File: src/rtl/input_act_pkg.sv
// input_act_pkg: streamer FSM states and ERR flag bit positions.
package input_act_pkg;
    typedef enum logic [1:0] {IDLE, FETCH, STREAM, ABORT} state_t;
    localparam int ERR_WR_FULL    = 0;
    localparam int ERR_START_BUSY = 1;
    localparam int ERR_LEN_ZERO   = 2;
endpackage

File: src/rtl/fifo.sv
// fifo: single-clock FIFO with registered read data (data appears the cycle after a read).
module fifo #(
    parameter int FIFO_WIDTH = 32,
    parameter int FIFO_DEPTH = 64
) (
    input  logic                  clk,
    input  logic                  rst_n,
    input  logic                  wr_en_i,
    input  logic [FIFO_WIDTH-1:0] wr_data_i,
    input  logic                  rd_en_i,
    output logic [FIFO_WIDTH-1:0] rd_data_o,
    output logic                  empty_o,
    output logic                  full_o
);
    localparam int AW = $clog2(FIFO_DEPTH);
    localparam logic [AW:0] FULL_CNT = FIFO_DEPTH[AW:0];
    logic [FIFO_WIDTH-1:0] mem_q [FIFO_DEPTH];
    logic [AW-1:0] wr_ptr_q, rd_ptr_q;
    logic [AW:0] cnt_q;
    logic wr, rd;
    assign full_o  = cnt_q == FULL_CNT;
    assign empty_o = cnt_q == '0;
    assign wr = wr_en_i & ~full_o;
    assign rd = rd_en_i & ~empty_o;
    always_ff @(posedge clk) begin
        if (wr) mem_q[wr_ptr_q] <= wr_data_i;
    end
    always_ff @(posedge clk or negedge rst_n) begin
        if (!rst_n) begin
            wr_ptr_q  <= '0;
            rd_ptr_q  <= '0;
            cnt_q     <= '0;
            rd_data_o <= '0;
        end else begin
            if (wr) wr_ptr_q <= wr_ptr_q + 1'b1;
            if (rd) begin
                rd_ptr_q  <= rd_ptr_q + 1'b1;
                rd_data_o <= mem_q[rd_ptr_q];
            end
            cnt_q <= cnt_q + {{AW{1'b0}}, wr} - {{AW{1'b0}}, rd};
        end
    end
endmodule

File: src/rtl/input_act_streamer.sv
// input_act_streamer: buffers activation words and streams LEN sliced elements per START.
// Sticky ERR flags are built only when INPUT_ACT_ERR_EN is defined.
module input_act_streamer
    import input_act_pkg::*;
#(
    parameter int INPUT_WIDTH  = 32,
    parameter int OUTPUT_WIDTH = 8,
    parameter int FIFO_DEPTH   = 64,
    parameter int LEN_WIDTH    = 16,
    parameter int MSB_FIRST    = 0
) (
    input  logic                    CLK,
    input  logic                    RESETN,
    input  logic                    CLEAR_FIFO,
    input  logic                    START,
    input  logic [LEN_WIDTH-1:0]    LEN,
    output logic                    BUSY,
    output logic                    DONE,
    input  logic                    FIFO_WR_CMD,
    input  logic [INPUT_WIDTH-1:0]  FIFO_WR_DATA,
    output logic                    FIFO_EMPTY,
    output logic                    FIFO_FULL,
    output logic [OUTPUT_WIDTH-1:0] ACT_DATA,
    output logic                    ACT_VALID,
    input  logic                    ACT_READY,
    output logic                    ACT_LAST,
    output logic [2:0]              ERR
);
    localparam int RATIO = INPUT_WIDTH / OUTPUT_WIDTH;
    localparam int IDXW  = $clog2(RATIO);
    state_t state_q;
    logic start_q, clear_q, busy_q, done_q, nxt_vld_q, rd_pend_q;
    logic [LEN_WIDTH-1:0] rem_q;
    logic [IDXW-1:0] idx_q, sel;
    logic [INPUT_WIDTH-1:0] cur_q, nxt_q, rd_data;
    logic [RATIO-1:0][OUTPUT_WIDTH-1:0] slices;
    logic start_rise, clear_rise, flush, rd, hs, word_end, fifo_rst_n;

    assign start_rise = START & ~start_q;
    assign clear_rise = CLEAR_FIFO & ~clear_q;
    assign flush      = state_q == ABORT;
    assign fifo_rst_n = RESETN & ~flush;
    assign hs         = ACT_VALID & ACT_READY;
    assign word_end   = idx_q == IDXW'(RATIO - 1);
    // One read in flight at a time; in STREAM it only refills the empty prefetch slot.
    assign rd = !FIFO_EMPTY && !rd_pend_q && (state_q == FETCH || (state_q == STREAM && !nxt_vld_q));
    assign slices    = cur_q;
    assign sel       = (MSB_FIRST != 0) ? IDXW'(RATIO - 1) - idx_q : idx_q;
    assign ACT_DATA  = slices[sel];
    assign ACT_VALID = state_q == STREAM;
    assign ACT_LAST  = ACT_VALID && rem_q == LEN_WIDTH'(1);
    assign BUSY      = busy_q;
    assign DONE      = done_q;

    fifo #(
        .FIFO_WIDTH (INPUT_WIDTH),
        .FIFO_DEPTH (FIFO_DEPTH)
    ) u_fifo (
        .clk       (CLK),
        .rst_n     (fifo_rst_n),
        .wr_en_i   (FIFO_WR_CMD),
        .wr_data_i (FIFO_WR_DATA),
        .rd_en_i   (rd),
        .rd_data_o (rd_data),
        .empty_o   (FIFO_EMPTY),
        .full_o    (FIFO_FULL)
    );

    always_ff @(posedge CLK or negedge RESETN) begin
        if (!RESETN) begin
            state_q   <= IDLE;
            start_q   <= 1'b0;
            clear_q   <= 1'b0;
            busy_q    <= 1'b0;
            done_q    <= 1'b0;
            nxt_vld_q <= 1'b0;
            rd_pend_q <= 1'b0;
            rem_q     <= '0;
            idx_q     <= '0;
            cur_q     <= '0;
            nxt_q     <= '0;
        end else begin
            start_q   <= START;
            clear_q   <= CLEAR_FIFO;
            done_q    <= 1'b0;
            rd_pend_q <= rd;
            if (clear_rise) begin
                state_q   <= ABORT;
                busy_q    <= 1'b0;
                nxt_vld_q <= 1'b0;
            end else begin
                case (state_q)
                    IDLE: if (start_rise) begin
                        if (LEN == '0) done_q <= 1'b1;
                        else begin
                            state_q   <= FETCH;
                            busy_q    <= 1'b1;
                            rem_q     <= LEN;
                            idx_q     <= '0;
                            nxt_vld_q <= 1'b0;
                        end
                    end
                    FETCH: if (rd_pend_q) begin
                        cur_q   <= rd_data;
                        state_q <= STREAM;
                    end
                    STREAM: begin
                        if (rd_pend_q && !(hs && word_end)) begin
                            nxt_q     <= rd_data;
                            nxt_vld_q <= 1'b1;
                        end
                        if (hs) begin
                            rem_q <= rem_q - 1'b1;
                            idx_q <= word_end ? '0 : idx_q + 1'b1;
                            if (ACT_LAST) begin
                                state_q   <= IDLE;
                                busy_q    <= 1'b0;
                                done_q    <= 1'b1;
                                nxt_vld_q <= 1'b0;
                            end else if (word_end) begin
                                if (nxt_vld_q) begin
                                    cur_q     <= nxt_q;
                                    nxt_vld_q <= 1'b0;
                                end else if (rd_pend_q) cur_q <= rd_data;
                                else state_q <= FETCH;
                            end
                        end
                    end
                    default: state_q <= IDLE;
                endcase
            end
        end
    end

`ifdef INPUT_ACT_ERR_EN
    logic [2:0] err_q, err_set;
    assign err_set[ERR_WR_FULL]    = FIFO_WR_CMD && FIFO_FULL;
    assign err_set[ERR_START_BUSY] = start_rise && busy_q;
    assign err_set[ERR_LEN_ZERO]   = start_rise && LEN == '0;
    always_ff @(posedge CLK or negedge RESETN) begin
        if (!RESETN) err_q <= '0;
        else if (clear_rise) err_q <= '0;
        else err_q <= err_q | err_set;
    end
    assign ERR = err_q;
`else
    assign ERR = 3'b000;
`endif
endmodule
File: config.mk
export PLATFORM = sky130hd
export DESIGN_NAME = input_act_streamer
export DESIGN_NICKNAME = d
export VERILOG_FILES = /design/src/rtl/input_act_pkg.sv /design/src/rtl/fifo.sv /design/src/rtl/input_act_streamer.sv
export SDC_FILE = /design/constraint.sdc
export NUM_CORES = 2
export LEC_CHECK = 0
export CORE_ASPECT_RATIO = 0.75
export CORE_MARGIN = 2
export CORE_UTILIZATION = 50
export DETAILED_ROUTE_END_ITERATION = 8
export GPL_ROUTABILITY_DRIVEN = 0
export HOLD_SLACK_MARGIN = 0.08
export PLACE_DENSITY = 0.66
export REMOVE_ABC_BUFFERS = 1
export SYNTH_ARGS = -nofsm -noshare
export SYNTH_HDL_FRONTEND = slang
export SYNTH_SLANG_ARGS = --single-unit
export TNS_END_PERCENT = 30
File: constraint.sdc
create_clock -name CLK -period 6 [get_ports CLK]
set_input_delay 1.8 -clock CLK [delete_from_list [all_inputs] [get_ports CLK]]
set_output_delay 1.8 -clock CLK [all_outputs]
set_load 0.02 [all_outputs]
* Word level (Yosys, flattened, before mapping) *
Memories as Yosys holds them, arrays and structs flattened. A register that Yosys moved wholly into a read port is not among the register bits.
Cells that the tools add are included.

word-level totals
  output and inout port bits = 17
  word-level logic and storage cells = 127
  memories kept = 1
  memory bits (writable) = 2048
  input port bits = 54
  register bits after elaboration = 109

memories
  name          words  width  rd ports  clocked after Yosys merged registers in  write ports  RTL line    RTL
  u_fifo.mem_q  64     32     1         1                                        1            fifo.sv:17  logic [FIFO_WIDTH-1:0] mem_q [FIFO_DEPTH];

operators by class
  equal/unequal tests = 19
  magnitude comparators = 1
  bitwise operators = 12
  reduce and logical (&&, ||, !) cells = 24
  $add $sub $neg = 6
  muxes and demuxes = 50

operators with widths
  cell                   number
  $mux 32                5
  $pmux 32 s2            1
  $mux 16                3
  $pmux 16 s2            1
  $mux 2                 13
  $mux 1                 20
  $bmux 8 s2             1
  $eq 16x1->1 const B    1
  $logic_not 16->1       1
  $sub 16x1->16 const B  1
  $reduce_and 5->1       3
  $add 6x1->6 const B    2
  $ne 3x3->1 const B     3
  $mux 8                 1
  $ne 4x3->1 const B     2
  $add 7x1->7            1
  $eq 7x7->1 const B     1
  $logic_not 7->1        1
  $reduce_and 7->1       1
  $sub 7x1->7            1
  $and 1x1->1            6
  $eq 2x2->1 const B     3
  $logic_and 1x1->1      6
  $ne 2x2->1 const B     3
  other kinds (16)       31

* Longest topological paths before layout *
  depth after elaboration = 12
  mapped depth = 16
  mapped depth without buffers = 14

* Cells and area by module *
A second synthesis with hierarchy kept.

second synthesis, totals
  cell total of the unflattened synthesis = 4056
  area total of the unflattened synthesis = 85329.3 µm²

modules (own cells, without submodules)
  module              cells an instance  times used  area each (µm²)  seq. area each (µm²)
  fifo                3642               1           80765.0          62775.2
  input_act_streamer  414                1           4564.4           2252.2

* Worst setup path before layout *
Ideal clock, no wire load.

  kind = in2reg
  start point = input FIFO_WR_CMD
  end point = memory u_fifo.mem_q[62][0] (enable)
  path buffers = 1
  data required time = 5.579 ns
  arrival = 4.080 ns
  path slack = 1.499 ns
  stages = 5
  path through = o21a_1 -> clkbuf_1 -> nor2b_1 -> nand3_1 -> nor2_1

between the ends
  longest elaborated chain between the ends = 3

RTL lines
  element                       RTL line                  RTL
  start: declaration            input_act_streamer.sv:19  input logic FIFO_WR_CMD,
  $and 1x1->1                   fifo.sv:23                assign wr = wr_en_i & ~full_o;
  net u_fifo.wr                 fifo.sv:20                logic wr, rd;
  $mux 1                        fifo.sv:26                if (wr) mem_q[wr_ptr_q] <= wr_data_i;
  $mux 1 (implied by the code)  fifo.sv:26
  end: declaration              fifo.sv:17

The timed path passes the listed nets, and every way through them passes these cells.

* Final worst setup path *
  start point = register state_q[0]
  end point = output ACT_LAST

between the ends
  longest elaborated chain between the ends = 2

RTL lines
  element                   RTL line                  RTL
  start: declaration        input_act_streamer.sv:31  state_t state_q;
  start signal: assignment  input_act_streamer.sv:71  state_q <= IDLE;
  start signal: assignment  input_act_streamer.sv:88  state_q <= ABORT;
  start signal: assignment  input_act_streamer.sv:96  state_q <= FETCH;
  $eq 2x2->1                input_act_streamer.sv:50  assign ACT_VALID = state_q == STREAM;
  $logic_and 1x1->1         input_act_streamer.sv:51  assign ACT_LAST = ACT_VALID && rem_q == LEN_WIDTH'(1);
  end: declaration          input_act_streamer.sv:26  output logic ACT_LAST,

Every way passes these cells.

==> metrics.txt <==
clk slew on worst S/H paths approximately 0.060 ns; Seq/Total Area, Yosys 76.6%; Final Worst Setup Slack about 1.1 ns; CP required 4.20 ns; CTS Hold Buffers Added 0; die area roughly 170000 um2; WHS Path Cells 1; postcts setup bufs 0; vias per inst 6.37; die height 361 um; vias in the first global route 41100; nature of the critical path startpoint flop; register bit total from synthesis 2189; Critical R2R Capture u_fifo.mem_q[44][7]; sw frac 32.1%; Worst Min Path Start nxt_q[14]; 1st-pass router iterations 6; Slew headroom 17.9%; # port buffers 67; crit path kind flop to output port; Max Freq 203 MHz; CTS H-tree lvls 4; LEAKAGE about 30 nW; placed cell areas 89000 um2; Psw ~0.014 W; outcome complete, no violations; DIE WIDTH 480 um; first-pass GRT wire length 305000 um; Layout Skew 0.0493 ns; Async S/R FF share, synth 6.44%; Post-synth EDFFs 2048; post-route cell area 95500 um2; CP Max Fanout 44; Worst-Margin Slew 1.20 ns; internal power 0.0300 W; sequential share of power 41.9%; Residual DRC 0; Detailed Place HPWL between 100000 and 150000 um; Sink Count 2189; Reg2Reg Depth 8; number of routed nets with antenna violations 0; row count 130; max-slew violation count 0; pre-CTS WS between 0.7 and 0.8 ns; maximum root-to-sink buffer count 3; worst vdd ir ~0.4 mV; CTS buffer count roughly 200; placed insts 6286; R2R Path Start u_fifo.cnt_q[4]; Finish-stage setup viols 0; initial core utilization 50.5%; Clock Root Buffer clkbuf_16; RSZ-0062 raised after global routing no; GRT Total Usage about a quarter; # IOs 71; CTS tree done; detailed-route via count 42400; crit-path most repeated cell inv_1; synth warn 0; crit path buf inv count 4; R2R setup slack 2.06 ns; DRT iter0 DRCs 6144; crit path time final slightly below 5 ns; largest net degree at the start of global routing 94; Clock power frac 28.8%; Fin. Hold Viols 0; final core utilization 56.9%; Arr. time, crit path 3.13 ns; CTS resizes 0; Detailed Route WL between 200000 and 250000 um; Final Non-Filler Cells roughly 6700; CP endpoint kind output port; syn_area_per_cell around 21 um2; Hold EP nxt_q[14]; HP Class flop to flop; CORE AREA around 170000 um2; largest stage delay on the critical path 0.63 ns; antenna violations before repair 2; max-cap violation count 0; post-layout power 0.0442 W; NumNets Final roughly 4300; cell family with most CP delay buffers and inverters; leading register cell type out of synthesis edfxtp_1; Crit-path slowest cell clkdlybuf4s50_1; Pwr Density 463 nW/um2; Mapped Area 84900 um2; crit share post-route 82.1%; Combinational Power Share 29.3%; Skew-Pair Late Insertion Delay 0.85 ns; WL per Instance approximately 32 um; Syn-to-layout area delta 12.5%; ratio of cells with drive above 1 in the final layout 25.2%; grt ovf 0; Synth cell types 71; crit path cell chain inv_1 > ha_1 > buf_4 > inv_1 > nor2_1 > clkdlybuf4s50_1; post-synthesis cell count 4051
## cell usage after synthesis, drive strengths merged (13+ instances only)
master	number	area, um2
o22ai	87	544
mux2i	187	1870
nor2b	25	156
nor2	138	518
a211oi	28	210
o21ai	50	250
o221ai	17	149
a21oi	45	225
o2111ai	16	140
o211ai	25	188
clkbuf	99	372
ha	19	238
a2bb2oi	35	307
inv	26	97.6
dfrtp	141	3530
nand2	137	514
a211o	19	166
nand3	31	155
nand2b	13	81.3
mux2	70	788
edfxtp	2048	61500
a221oi	18	158
mux4	477	10700
buf	138	811
nor3	30	150
## cell families (layout without fill, tap and decap cells)
family | after synthesis | in the layout | synth area share [%]
AO/OA/AOI/OAI | 414 | 414 | 3.48
XOR/XNOR | 15 | 15 | 0.155
adder cells (fa/ha/maj) | 20 | 20 | 0.303
buffers and inverters | 263 | 624 | 1.51
flip-flops | 2189 | 2189 | 76.6
multiplexers | 734 | 734 | 15.8
other | 1 | 4 | 0.00442
AND/OR/NAND/NOR | 415 | 415 | 2.20
## how the worst max path moves through the flow
stage                                   from              endpoint  slack (ns)  cells past startpoint
after global placement           FIFO_WR_CMD  u_fifo.mem_q[44][19]        0.80                      6
after floorplan           u_fifo.rd_ptr_q[0]   u_fifo.rd_data_o[5]      -17.60                      5
after CTS                         state_q[0]              ACT_LAST        1.05                      6
final                             state_q[0]              ACT_LAST        1.07                      6
after global routing              state_q[0]              ACT_LAST        0.89                      6
after detailed placement         FIFO_WR_CMD  u_fifo.mem_q[44][19]        0.70                      6
## state kept, by name (all words and copies together) (netlist names)
register	count
rem_q	16
start_q	1
clear_q	1
DONE	1
rd_pend_q	1
u_fifo.cnt_q	7
cur_q	32
state_q	2
u_fifo.rd_ptr_q	6
u_fifo.mem_q	2048
u_fifo.wr_ptr_q	6
BUSY	1
nxt_vld_q	1
u_fifo.rd_data_o	32
nxt_q	32
idx_q	2
## area by class of cell
cell class | count | area (um2)
fill | 12200 | 72500
timing repair buffer | 226 | 1880
clock buffer | 249 | 5300
clock inverter | 123 | 1220
inverter | 26 | 100
sequential | 2189 | 65000
tap | 2244 | 2810
multi-input combinational | 1601 | 19200
antenna | 1 | 2.50
## power by group through the flow
stage          sequential (W)  combinational (W)  clock (W)
4_1_cts                0.0185             0.0130     0.0129
5_1_grt                0.0186             0.0137     0.0135
3_3_place_gp           0.0188             0.0129          0
6_report               0.0185             0.0129     0.0127
2_1_floorplan          0.0190            0.00754          0
3_5_place_dp           0.0188             0.0130          0
## through the flow
step | setup TNS [ns] | hold slack, ns
global route | 0 | 0.524
CTS | 0 | 0.511
finish | 0 | 0.511
detailed placement | 0 | 0.497
global placement | 0 | 0.490
floorplan | -602.39 | 0.474
## routing by layer
metal,track usage (%),part of all wire (%),up-vias
met5,0,0.0047,-
met4,6.27,2.2,2
met3,4.83,9.2,246
met2,35.5,45,2111
met1,38.6,44,22700
li1,-,-,17300
## placed cells by master, fill, tap and decap left out, drive strengths merged, types with 45 or more instances in the layout
master	instances
clkbuf	249
buf	192
a21oi	45
nor2	138
o22ai	87
nand2	137
mux2	70
dfrtp	141
mux2i	187
clkinv	96
mux4	477
o21ai	50
edfxtp	2048
## worst register-to-register path, delay by kind of cell, from the launching register on
kind	cells	cell delay, ns
simple gates	4	2.18
compound gates	1	0.49
fa+ha+maj	1	0.21
buf+inv	2	0.41
flops	1	0.35
No activity file was read; power rests on OpenSTA's default activity.
